<file path="src/rtl/flag_unit_arbiter.sv">
// Two-requester flag unit: one shared zero checker and one shared equality checker.
// An arbiter grants one requester at a time. The result is registered once, then held until the owner accepts it.

module check_zero32 (
    input  logic [31:0] x,
    output logic        is_zero
);
    assign is_zero = (x == 32'd0);
endmodule

module check_equal32 (
    input  logic [31:0] a,
    input  logic [31:0] b,
    output logic        is_equal
);
    assign is_equal = (a == b);
endmodule

module flag_unit_arbiter #(
    parameter bit RR_EN = 1'b1
) (
    input  logic        clk,
    input  logic        rst_n,
    input  logic [1:0]  req_valid,
    output logic [1:0]  req_ready,
    input  logic        req_op0,
    input  logic        req_op1,
    input  logic [31:0] req_x0,
    input  logic [31:0] req_x1,
    input  logic [31:0] req_y0,
    input  logic [31:0] req_y1,
    output logic [1:0]  rsp_valid,
    input  logic [1:0]  rsp_ready,
    output logic        rsp_flag,
    output logic        busy,
    output logic [7:0]  op_count
);
    typedef enum logic [1:0] {IDLE, EVAL, RESP} state_t;

    state_t      state, state_next;
    logic        owner, last_grant, op_q;
    logic [31:0] x_q, y_q;
    logic        grant_any, grant_idx, accept, rsp_done;
    logic        zero_flag, equal_flag;

    check_zero32 u_zero (
        .x       (x_q),
        .is_zero (zero_flag)
    );

    check_equal32 u_equal (
        .a        (x_q),
        .b        (y_q),
        .is_equal (equal_flag)
    );

    // A tie goes to the requester that did not win last time, or always to 0 without round-robin.
    always_comb begin
        grant_any = |req_valid;
        grant_idx = 1'b0;
        case (req_valid)
            2'b10:   grant_idx = 1'b1;
            2'b11:   grant_idx = RR_EN ? ~last_grant : 1'b0;
            default: grant_idx = 1'b0;
        endcase
    end

    assign accept    = (state == IDLE) && grant_any;
    assign rsp_done  = (state == RESP) && rsp_ready[owner];
    assign req_ready = accept ? (2'b01 << grant_idx) : 2'b00;
    assign rsp_valid = (state == RESP) ? (2'b01 << owner) : 2'b00;
    assign busy      = (state != IDLE);

    always_comb begin
        state_next = state;
        case (state)
            IDLE:    if (accept) state_next = EVAL;
            EVAL:    state_next = RESP;
            RESP:    if (rsp_done) state_next = IDLE;
            default: state_next = IDLE;
        endcase
    end

    always_ff @(posedge clk or negedge rst_n) begin
        if (!rst_n) begin
            state <= IDLE;
        end else begin
            state <= state_next;
        end
    end

    // Operands are captured only on the accept edge; the flag is captured only in EVAL and then held.
    always_ff @(posedge clk or negedge rst_n) begin
        if (!rst_n) begin
            owner      <= 1'b0;
            last_grant <= 1'b1;
            op_q       <= 1'b0;
            x_q        <= 32'd0;
            y_q        <= 32'd0;
            rsp_flag   <= 1'b0;
            op_count   <= 8'd0;
        end else begin
            if (accept) begin
                owner      <= grant_idx;
                last_grant <= grant_idx;
                op_q       <= grant_idx ? req_op1 : req_op0;
                x_q        <= grant_idx ? req_x1 : req_x0;
                y_q        <= grant_idx ? req_y1 : req_y0;
            end
            if (state == EVAL) begin
                rsp_flag <= op_q ? equal_flag : zero_flag;
            end
            if (rsp_done) begin
                op_count <= op_count + 8'd1;
            end
        end
    end
endmodule

</file>
<file path="config.mk">
export PLATFORM = sky130hd
export DESIGN_NAME = flag_unit_arbiter
export DESIGN_NICKNAME = d
export VERILOG_FILES = /design/src/rtl/flag_unit_arbiter.sv
export SDC_FILE = /design/constraint.sdc
export NUM_CORES = 1
export LEC_CHECK = 0
export ABC_AREA = 1
export CAP_MARGIN = 10
export CORE_ASPECT_RATIO = 0.5
export CORE_UTILIZATION = 42
export CTS_BUF_LIST = sky130_fd_sc_hd__clkbuf_8
export DETAILED_ROUTE_END_ITERATION = 10
export PLACE_DENSITY = 0.84
export SLEW_MARGIN = 20
export SYNTH_ARGS = -nofsm -noshare
export SYNTH_HDL_FRONTEND = slang
export SYNTH_SLANG_ARGS = --single-unit
</file>
<file path="constraint.sdc">
create_clock -name clk -period 1.45 [get_ports clk]
set_input_delay 0.435 -clock clk [delete_from_list [all_inputs] [get_ports clk]]
set_output_delay 0.435 -clock clk [all_outputs]
set_load 0.03 [all_outputs]
</file>
==> run_results.csv <==
group,metric,value,unit
run_status,run_status,"finished, violations left",
run_status,violations,"setup timing",
finish,antenna_cells,0,
timing,tightest_slew,0.337,ns
setup_path,worst_setup_path_startpoint,"state[0]",
clock_network,cts_htree_levels,3,
setup_path,worst_r2r_setup_slack,-0.16,ns
setup_path,cp_endpoint,"req_ready[0]",
setup_path,ordered_cell_list_for_the_critical_path,"inv_2 > nand2_4 > nor2_4 > nand2_2 > inv_2 > buf_6",
grt,via_count_of_the_first_global_routing_pass,4317,
setup_path,worstReg2RegEnd,"y_q[27]",
clock_network,tritoncts.num_buffers,9,
place,post-dp-hpwl,8980,um
setup_path,r2r_worst_path_depth,9,
die,die_height,71.4,um
timing,layout_worst_path_cycle_share,1.23,
finish,finish.instance_area,6430,um^2
grt,grt_first_pass_wirelength,20900,um
timing,grt_setup_unrepaired,"yes",
setup_path,worstSetupPathType,"flop to primary output",
power,p_leak,0.00294,uW
timing,fmax,560,MHz
drt,detail_route.vias_per_cell,5.31,
clock_network,clock_insertion_delay_worst_skew,0.37,ns
power,power,12300,uW
setup_path,critical-path-slowest-cell,"sky130_fd_sc_hd__dfrtp_1",
clock_network,cts.root.buffer_cell,"sky130_fd_sc_hd__clkbuf_8",
die,dieArea,10000,um^2
place,placedInstanceArea,5770,um^2
place,dpl_worst_slack,-0.448,ns
clock_network,worst_setup_hold_path_clk_slew,0.08,ns
run,drv_cap,0,
die,row_count,24,
setup_path,timing.critical_path.from_type,"flop",
min_path,min-delay-path-class,"input pin to async pin",
clock_network,tritoncts_num_sinks,78,
setup_path,worst_path_most_repeated_cell,"sky130_fd_sc_hd__inv_2",
place,portBuffers,149,
grt,grt_util_all_layers,0.272,
setup_path,worst-path-max-fanout,3,
synthesis,post_synth_inst_count,527,
die,dieWidth,141,um
place,dpl.cell_count,791,
setup_path,reg_to_reg_start,"state[0]",
setup_path,signal_arrival_time_at_the_worst_endpoint,1.35,ns
finish,layout-drive-gt1-share,0.161,
synthesis,syn_avg_cell_area,7.67,um^2
synthesis,ys.warnings.count,0,
timing,setup_ws,-0.335,ns
clock_network,clock_tree.buffer_depth,2,
grt,grt_overflow,0,
timing,final_tns_setup,-4.87,ns
setup_path,worstPathRequired,1.02,ns
power,cellPowerDensity,1910,nW/um^2
finish,area_growth_syn_to_layout,59.2,%
setup_path,cpPeakStageDelay,0.45,ns
drt,drt.antenna.violating_nets,0,
synthesis,synth_sequential_area_ratio,0.483,
timing,fin_skew,0.0165,ns
synthesis,net_count_after_synthesis,664,
timing,finalSetupViolations,71,
drt,drt_iter0_markers,404,
place,replace_congestion,0.793,
drt,routedWlPerCell,17.5,um
grt,antenna_found_initial,0,
finish,finish.cell_count_without_fillers,824,
timing,finalHoldViolCount,0,
setup_path,cp-end-kind,"primary output",
die,core_area,9010,um^2
synthesis,yosys.cell_types.count,25,
synthesis,synth.ff_latch_count,78,
timing,final-max-slew-violation-count,0,
drt,drcViolationCount,0,
finish,layout.cells.most_common,"sky130_fd_sc_hd__nand2_1",
synthesis,synth.cell_area,4040,um^2
synthesis,synth_top_area_share,0.477,
die,io-pin-count,150,
drt,count_of_tritonroute_iterations_in_the_first_routing_pass,5,
die,initial_utilization,0.449,
finish,num-nets-final,839,
timing,post-route-min-period,1.79,ns
synthesis,synthDominantAreaCellType,"sky130_fd_sc_hd__dfrtp_1",
drt,route.final.wire_length,14400,um
power,worst_ir_drop_vdd,823,uV
timing,slew_headroom,0.774,
clock_network,tritoncts,"built",
synthesis,synth_top_cells_by_area,"sky130_fd_sc_hd__dfrtp_1 (48%), sky130_fd_sc_hd__nand2_1 (20%), sky130_fd_sc_hd__o211ai_1 (9.3%)",
finish,mostFrequentLayoutCells,"sky130_fd_sc_hd__nand2_1 (181), sky130_fd_sc_hd__clkdlybuf4s50_1 (132), sky130_fd_sc_hd__dfrtp_1 (76)",
drt,vias,4379,
grt,grt_max_degree,39,
report_power, final:
group | switching, uW | internal, uW
clock network | 835 | 960
logic | 3570 | 2820
registers | 826 | 3240
total | 5240 | 7020
worst min path at each step:
stage / from / end / slack (ns)
2_1_floorplan: rst_n / op_count[0] / 0.14
3_3_place_gp: rst_n / x_q[4] / 0.30
3_5_place_dp: rst_n / y_q[2] / 0.30
4_1_cts: rst_n / y_q[2] / 0.46
5_1_grt: rst_n / y_q[2] / 0.48
6_report: rst_n / y_q[5] / 0.46
cells by family (layout without fill, tap and decap cells):
group,count (synthesis),in the layout,synth area share
mux,1,1,0.00279
compound gates,64,64,0.111
buf+inv,86,266,0.0864
fa+ha+maj,1,1,0.00310
flops,78,78,0.483
simple gates,281,281,0.279
xor+xnor,16,16,0.0347
synth_stat cells, drive strengths merged:
cell type / number
o21ai: 9
o21bai: 1
ha: 1
o211ai: 50
inv: 66
mux2: 1
xor2: 9
nand4: 6
a21oi: 3
nand3: 24
o22ai: 1
buf: 15
dfstp: 1
nor3: 1
nor2: 37
clkbuf: 5
xnor2: 7
nand2: 213
dfrtp: 77
area by class of cell:
class,instances,area (um^2)
tap,117,146
inverter,66,248
timing repair buffer,184,1980
clock inverter,7,91.3
sequential,78,1950
clock buffer,9,124
fill,609,2580
multi-input combinational,363,1890
flip-flops by register name, summed over array words and instances, names as in the netlist:
name and count:
op_count 8, rsp_flag 1, owner 1, last_grant 1
op_q 1, x_q 32, y_q 32, state 2
per-layer routing:
| metal | routed length, um | GRT usage | vias up | share of wire |
|---|---|---|---|---|
| met1 | 5740 | 0.336 | 2076 | 0.40 |
| met5 | 0 | 0 | - | 0 |
| li1 | - | - | 2019 | - |
| met3 | 1050 | 0.0515 | 70 | 0.073 |
| met2 | 6930 | 0.470 | 214 | 0.48 |
| met4 | 694 | 0.129 | 0 | 0.048 |
timing repair:
action | 4_1_cts | 5_1_grt
gates cloned | 2 | 4
gates resized for setup | 46 | 29
pin swaps | 24 | 14
hold buffers | 1 | 0
endpoints found under the setup margin | 49 | 72
endpoints found under the hold margin | 9 | 0
setup buffers | 4 | 10
critical path: cells and delay by family, from the launching register on:
kind	cells	cell delay, ns
simple gates	3	0.24
flops	1	0.45
buf+inv	3	0.31
per-stage QoR:
| step | utilization | hold WS (ns) |
|---|---|---|
| after CTS | 0.690 | 0.463 |
| after global placement | 0.641 | 0.298 |
| after global routing | 0.714 | 0.485 |
| final | 0.714 | 0.460 |
| after floorplan | - | 0.139 |
| after detailed placement | 0.641 | 0.299 |
Note: power is estimated with default switching activity, not from simulation.
